### src/rtl/ibex_vec_mac_pkg.sv
// ============================================================================
// Module   : ibex_vec_mac_pkg
// Brief    : Shared operator encoding and saturation helper for ibex_vec_mac.
// Revision : 1.0
// ============================================================================
`default_nettype none

package ibex_vec_mac_pkg;

    localparam int VMAC_OP_W = 3;

    typedef enum logic [VMAC_OP_W-1:0] {
        VMAC_ADD   = 3'd0,
        VMAC_SUB   = 3'd1,
        VMAC_MUL   = 3'd2,
        VMAC_MAC   = 3'd3,
        VMAC_CLR   = 3'd4,
        VMAC_RDACC = 3'd5
    } vmac_op_e;

    // Clamp a signed value into the range of a WIDTH-bit two's complement number.
    function automatic logic signed [63:0] sat_clamp(input logic signed [63:0] val,
                                                     input int unsigned     width);
        logic signed [63:0] hi;
        logic signed [63:0] lo;
        hi = (64'sd1 <<< (width - 1)) - 64'sd1;
        lo = -hi - 64'sd1;
        if (val > hi) begin
            return hi;
        end else if (val < lo) begin
            return lo;
        end else begin
            return val;
        end
    endfunction

endpackage

`default_nettype wire

### src/rtl/ibex_vec_mac_lane.sv
// ============================================================================
// Module   : ibex_vec_mac_lane
// Brief    : One lane: S1 operand/product registers, S2 adder, accumulator.
//            Saturating arithmetic when IBEX_VEC_MAC_SAT_EN is defined.
// Revision : 1.0
// ============================================================================
`default_nettype none

module ibex_vec_mac_lane
    import ibex_vec_mac_pkg::*;
#(
    parameter int ELEM_W = 8,
    parameter int ACC_W  = 20
) (
    input  logic              clk_i,
    input  logic              rst_i,
    input  logic              s1_en_i,
    input  logic              s2_en_i,
    input  vmac_op_e          op_s1_i,
    input  logic [ELEM_W-1:0] a_i,
    input  logic [ELEM_W-1:0] b_i,
    output logic [ACC_W-1:0]  result_o,
    output logic              sat_o
);

`ifdef IBEX_VEC_MAC_SAT_EN
    localparam int SUM_W = ACC_W + 1;
`else
    localparam int SUM_W = ACC_W;
`endif

    logic signed [ACC_W-1:0]    a_q, b_q;
    logic signed [2*ELEM_W-1:0] prod_q;
    logic signed [ACC_W-1:0]    acc_q, acc_d;
    logic        [ACC_W-1:0]    res_q, res_d;
    logic                       sat_q, sat_d;

    logic signed [SUM_W-1:0] w_sum;
    logic                    w_can_sat;
    logic                    w_acc_we;

    always_ff @(posedge clk_i or posedge rst_i) begin
        if (rst_i) begin
            a_q    <= '0;
            b_q    <= '0;
            prod_q <= '0;
        end else if (s1_en_i) begin
            a_q    <= ACC_W'($signed(a_i));
            b_q    <= ACC_W'($signed(b_i));
            prod_q <= $signed(a_i) * $signed(b_i);
        end
    end

    // Undefined opcodes fall into the ADD arm and leave the accumulator alone.
    always_comb begin
        w_sum     = SUM_W'(a_q) + SUM_W'(b_q);
        w_can_sat = 1'b1;
        w_acc_we  = 1'b0;
        case (op_s1_i)
            VMAC_SUB:   w_sum = SUM_W'(a_q) - SUM_W'(b_q);
            VMAC_MUL: begin
                w_sum     = SUM_W'(prod_q);
                w_can_sat = 1'b0;
            end
            VMAC_MAC: begin
                w_sum    = SUM_W'(acc_q) + SUM_W'(prod_q);
                w_acc_we = 1'b1;
            end
            VMAC_CLR: begin
                w_sum     = '0;
                w_can_sat = 1'b0;
                w_acc_we  = 1'b1;
            end
            VMAC_RDACC: begin
                w_sum     = SUM_W'(acc_q);
                w_can_sat = 1'b0;
            end
            default: ;
        endcase
    end

`ifdef IBEX_VEC_MAC_SAT_EN
    logic signed [63:0] w_wide;
    logic signed [63:0] w_clamped;
    always_comb begin
        w_wide    = 64'(w_sum);
        w_clamped = sat_clamp(w_wide, ACC_W);
        res_d     = w_clamped[ACC_W-1:0];
        sat_d     = w_can_sat && (w_clamped != w_wide);
    end
`else
    always_comb begin
        res_d = w_sum[ACC_W-1:0];
        sat_d = 1'b0 & w_can_sat;
    end
`endif

    always_comb begin
        acc_d = acc_q;
        if (s2_en_i && w_acc_we) begin
            acc_d = $signed(res_d);
        end
    end

    always_ff @(posedge clk_i or posedge rst_i) begin
        if (rst_i) begin
            res_q <= '0;
            sat_q <= 1'b0;
            acc_q <= '0;
        end else begin
            acc_q <= acc_d;
            if (s2_en_i) begin
                res_q <= res_d;
                sat_q <= sat_d;
            end
        end
    end

    assign result_o = res_q;
    assign sat_o    = sat_q;

endmodule

`default_nettype wire

### src/rtl/ibex_vec_mac.sv
// ============================================================================
// Module   : ibex_vec_mac
// Brief    : Two-stage multi-lane signed vector ADD/SUB/MUL/MAC unit with
//            per-lane accumulators. Optional saturation: IBEX_VEC_MAC_SAT_EN.
// Revision : 1.0
// ============================================================================
`default_nettype none

module ibex_vec_mac
    import ibex_vec_mac_pkg::*;
#(
    parameter int LANES  = 4,
    parameter int ELEM_W = 8,
    parameter int ACC_W  = 20
) (
    input  logic                    clk_i,
    input  logic                    rst_i,
    input  logic                    in_valid_i,
    output logic                    in_ready_o,
    input  logic [VMAC_OP_W-1:0]    operator_i,
    input  logic [LANES*ELEM_W-1:0] operand_a_i,
    input  logic [LANES*ELEM_W-1:0] operand_b_i,
    output logic                    out_valid_o,
    input  logic                    out_ready_i,
    output logic [LANES*ACC_W-1:0]  result_o,
    output logic [LANES-1:0]        sat_o
);

    if (ACC_W < 2*ELEM_W + 1) begin : g_cfg_err
        $error("ibex_vec_mac: ACC_W must be >= 2*ELEM_W+1");
    end

    logic     s1_v_q, s1_v_d;
    logic     s2_v_q, s2_v_d;
    vmac_op_e op_s1_q;

    logic w_s2_free;
    logic w_s1_load;
    logic w_s2_load;

    assign w_s2_free  = !s2_v_q || out_ready_i;
    assign in_ready_o = !s1_v_q || w_s2_free;
    assign w_s1_load  = in_valid_i && in_ready_o;
    assign w_s2_load  = s1_v_q && w_s2_free;

    always_comb begin
        s1_v_d = s1_v_q;
        s2_v_d = s2_v_q;
        if (w_s1_load) begin
            s1_v_d = 1'b1;
        end else if (w_s2_load) begin
            s1_v_d = 1'b0;
        end
        if (w_s2_load) begin
            s2_v_d = 1'b1;
        end else if (out_ready_i) begin
            s2_v_d = 1'b0;
        end
    end

    always_ff @(posedge clk_i or posedge rst_i) begin
        if (rst_i) begin
            s1_v_q  <= 1'b0;
            s2_v_q  <= 1'b0;
            op_s1_q <= VMAC_ADD;
        end else begin
            s1_v_q <= s1_v_d;
            s2_v_q <= s2_v_d;
            if (w_s1_load) begin
                op_s1_q <= vmac_op_e'(operator_i);
            end
        end
    end

    for (genvar l = 0; l < LANES; l++) begin : g_lane
        ibex_vec_mac_lane #(
            .ELEM_W (ELEM_W),
            .ACC_W  (ACC_W)
        ) u_lane (
            .clk_i    (clk_i),
            .rst_i    (rst_i),
            .s1_en_i  (w_s1_load),
            .s2_en_i  (w_s2_load),
            .op_s1_i  (op_s1_q),
            .a_i      (operand_a_i[l*ELEM_W +: ELEM_W]),
            .b_i      (operand_b_i[l*ELEM_W +: ELEM_W]),
            .result_o (result_o[l*ACC_W +: ACC_W]),
            .sat_o    (sat_o[l])
        );
    end

    assign out_valid_o = s2_v_q;

endmodule

`default_nettype wire
### config.mk
export PLATFORM = sky130hd
export DESIGN_NAME = ibex_vec_mac
export DESIGN_NICKNAME = d
export VERILOG_FILES = /design/src/rtl/ibex_vec_mac_pkg.sv /design/src/rtl/ibex_vec_mac_lane.sv /design/src/rtl/ibex_vec_mac.sv
export SDC_FILE = /design/constraint.sdc
export NUM_CORES = 2
export LEC_CHECK = 0
export CAP_MARGIN = 20
export CORE_MARGIN = 4
export CORE_UTILIZATION = 60
export CTS_BUF_LIST = sky130_fd_sc_hd__clkbuf_16
export DETAILED_ROUTE_END_ITERATION = 7
export PLACE_DENSITY = 0.9
export SYNTH_ARGS = -nofsm -noshare
export SYNTH_HDL_FRONTEND = slang
export SYNTH_SLANG_ARGS = --single-unit
### constraint.sdc
create_clock -name clk_i -period 11.8 [get_ports clk_i]
set_input_delay 2.36 -clock clk_i [delete_from_list [all_inputs] [get_ports clk_i]]
set_output_delay 2.36 -clock clk_i [all_outputs]
set_load 0.02 [all_outputs]
==> impl_summary.log <==
INFO  metric first_pass_iters = 6
INFO  metric critical_path.max_fanout = 9
INFO  metric hold_path.startpoint = g_lane[0].u_lane.result_o[14]
INFO  metric synth-seq-area-share = 25.8%
INFO  metric fp.coreArea = 46700 sq um
INFO  metric synthMostInstantiatedCell = inv_1
INFO  metric diodes = 0
INFO  metric initial_antenna_violation_count = 0
INFO  metric synth_top_flop_cell = dfrtp_1
INFO  metric critical-path-slowest-cell = clkdlybuf4s50_1
INFO  metric grt_pass1_vias = between 20000 and 25000
INFO  metric final-max-slew-violation-count = 0
INFO  metric clk_path_buf_depth = 3
INFO  metric min_to = g_lane[0].u_lane.result_o[14]
INFO  metric irDropWorstVdd = 0.126 mV
INFO  metric worst_setup_path_end_kind = flip-flop
INFO  metric outcome = complete, no violations
INFO  metric placement_rows = 79
INFO  metric final.setup.worst_slack = 5.00 ns
INFO  metric power_frac_comb = 62.4%
INFO  metric synth-warning-count = 0
INFO  metric initial_core_util = slightly above 60%
INFO  metric numPlacedInstances = around 3800
INFO  metric clkSinkCount = slightly below 300
INFO  metric grt_pass1_wl = 122000 um
INFO  metric synth_top_area_cell = dfrtp_1
INFO  metric finish.net_count = 3784
INFO  metric cp_slowest_stage_delay = around 0.58 ns
INFO  metric max_cap_viol_count = 0
INFO  metric r2r.worst_path.cells = 9
INFO  metric fp.dieW = 226 um
INFO  metric boundaryPins = 157
INFO  metric crit-reg2reg-launch = op_s1_q[2]
INFO  metric timing.final.crit_share = 57.6%
INFO  metric reg2reg_to = g_lane[0].u_lane.result_o[19]
INFO  metric ys_seq_elements = 293
INFO  metric power_density = 240 nW/um^2
INFO  metric synth.avg_cell_area = slightly above 9 sq um
INFO  metric clock_latency_late_sink = 0.56 ns
INFO  metric drcViolationCount = 0
INFO  metric number_of_flops_mapped_to_enable_cells_by_yosys = 0
INFO  metric gp_weighted_congestion = 0.963
INFO  metric layout-drive-gt1-share = 6.46%
INFO  metric die_h = 226 um
INFO  metric switchingPower = approximately 0.0035 W
INFO  metric cts_max_level = 2
INFO  metric cts_setup_buffers = 0
INFO  metric detail_route.vias_per_cell = 5.97
INFO  metric synthDistinctLibCells = 90
INFO  metric maxClockFrequency = 147 MHz
INFO  metric yosys.area.top_type_share = 25.8%
INFO  metric crit_path_cell_trace = clkdlybuf4s50_1 > and2_1 > fa_1 > inv_1 > fa_1 > inv_1 > fa_1 > inv_1 > fa_1 > inv_1 > ha_1 > o21ai_0 > a21boi_0 > o21ai_0 > a21oi_1 > o21ai_0 > a21oi_1 > or4_1 > nand3_1
INFO  metric synth_cells = approximately 3100
INFO  metric tritoncts.num_buffers = 36
INFO  metric timing.critical_path.arrival = 7.28 ns
INFO  metric track_usage = 29.5%
INFO  metric timing.hold.worst_path_depth = 2
INFO  metric hold_buffers = 0
INFO  metric start_kind = primary input
INFO  metric fill_cells = between 3000 and 4000
INFO  metric post_placement_worst_setup_slack = 4.53 ns
INFO  metric hold_path_class = reg2reg
INFO  metric fin_skew = 0.0254 ns
INFO  metric cellLeakagePower = 15.1 nW
INFO  metric routed_wire_length_per_instance = 19.2 um
INFO  metric place.detailed.hpwl = 55600 um
INFO  metric share_seq_of_total_power = 23.5%
INFO  metric worst_margin_slew = 0.954 ns
INFO  metric grt_max_degree = 119
INFO  metric mappedNetlistArea = 28400 sq um
INFO  metric route.final.wire_length = 74100 um
INFO  metric post-route-min-period = 6.80 ns
INFO  metric place.port_buffers = 152
INFO  metric setup_viol_count_final = 0
INFO  metric timing.max_slew.rel_slack = 36.4%
INFO  metric detail-route-antenna-nets = 0
INFO  metric async_reset_ff_share = 100%
INFO  metric crit_required = 12.28 ns
INFO  metric p_clk_share = between 10% and 20%
INFO  metric drtIter0Drc = 2149
INFO  metric layout-area-overhead-vs-synth = 11.2%
INFO  metric finish.cell_count_without_fillers = 3859
INFO  metric finish.utilization = 67.7%
INFO  metric finalHoldViolCount = 0
INFO  metric rsz0062_at_grt = false
INFO  metric power.share.switching = a little under half
INFO  metric grt.overflow.total = 0
INFO  metric whs = approximately 0.48 ns
INFO  metric cell_internal_pwr = 0.00405 W
INFO  metric root_buffer = clkbuf_16
INFO  metric ff_latch_area = around 7300 sq um
INFO  metric cts_tree = yes
INFO  metric synth_top_cells_by_count = inv_1, nand2_1, dfrtp_1, ha_1, o21ai_0
INFO  metric post_cts_resize_count = 0
INFO  metric via_count = about 23000
INFO  metric synthTopCellsByArea = dfrtp_1, fa_1, ha_1
INFO  metric multiInputGateArea = between 15000 and 20000 sq um
INFO  metric tns = 0 ns
INFO  metric clk_transition_reported_paths = 0.06 ns
INFO  metric criticalPathCategory = in2reg
INFO  metric dieArea = 50900 sq um
INFO  metric timing.reg2reg.setup_slack = 7.87 ns
==> routing by layer <==
metal	GRT usage (%)	up-vias	part of all wire, %
met2	46.3	1031	46
li1	-	10800	-
met1	41.0	11000	42
met3	5.99	187	8.9
met5	0	-	0
met4	10.8	0	3.7
==> worst max-delay path by stage <==
stage,from,to,cells after the start
6_report,operand_b_i[17],g_lane[2].u_lane.prod_q[14],19
3_3_place_gp,operand_a_i[31],g_lane[3].u_lane.prod_q[14],19
2_1_floorplan,rst_i,g_lane[0].u_lane.a_q[0],1
3_5_place_dp,operand_b_i[16],g_lane[2].u_lane.prod_q[14],18
4_1_cts,operand_b_i[17],g_lane[2].u_lane.prod_q[14],19
5_1_grt,operand_b_i[17],g_lane[2].u_lane.prod_q[14],19
==> per-stage QoR <==
stage | total power (W) | area [sq um]
2_1_floorplan | 0.00512 | 28400
3_3_place_gp | 0.00625 | 30500
3_5_place_dp | 0.00642 | 30500
4_1_cts | 0.00755 | 31600
5_1_grt | 0.00825 | 31600
6_report | 0.00759 | 31600
==> power groups by stage <==
stage,combinational (W),clock (W),sequential (W)
after floorplan,0.00333,0,0.00179
after global placement,0.00449,0,0.00177
after detailed placement,0.00464,0,0.00178
after CTS,0.00470,0.00108,0.00177
after global routing,0.00531,0.00112,0.00182
final,0.00474,0.00107,0.00178
==> layout by cell type, fill, tap and decap left out, types with 30 or more instances in the layout <==
cell / instances
clkdlybuf4s50_1: 152
o21ai_0: 241
xor2_1: 46
clkbuf_16: 37
fa_1: 232
a221oi_1: 32
nor2_1: 103
mux2_2: 99
a31oi_1: 35
ha_1: 256
nand2_1: 322
nor2b_1: 39
a21oi_1: 164
and2_1: 166
xnor2_1: 80
a21o_1: 72
a211oi_1: 30
dfrtp_1: 292
o21bai_1: 30
inv_1: 438
==> critical path: cells and delay by family <==
family	cells	cell delay, ns
adders and majority gates	5	2.31
and+or+nand+nor	3	0.90
AOI/OAI and AO/OA	6	0.90
buffers and inverters	5	0.80
==> flip-flops by register name, indices dropped and copies added (netlist names) <==
register / cells
op_s1_q: 3
s1_v_q: 1
g_lane.u_lane.b_q: 32
g_lane.u_lane.result_o: 80
g_lane.u_lane.acc_q: 80
out_valid_o: 1
g_lane.u_lane.a_q: 32
g_lane.u_lane.prod_q: 64
==> layout make-up <==
type / instances / area share, %
Timing Repair Buffer: 172 / 5.33
Multi-Input combinational cell: 2289 / 60.4
Sequential cell: 293 / 23.2
Inverter: 433 / 5.17
Clock buffer: 37 / 2.93
Clock inverter: 28 / 0.582
Tap cell: 607 / 2.40
==> kinds of logic (layout without fill, tap and decap cells) <==
kind of cell             count (synthesis)  in the layout  share of synthesized area (%)
flip-flops                             293            293                           25.8
multiplexers                           102            102                           4.03
XOR/XNOR                               126            126                           3.89
other                                    1              4                         0.0132
AND/OR/NAND/NOR                        794            794                           13.8
AO/OA/AOI/OAI                          775            775                           17.5
buffers and inverters                  542            670                           7.26
adder cells (fa/ha/maj)                488            488                           27.6
(Power assumes the default switching activity.)
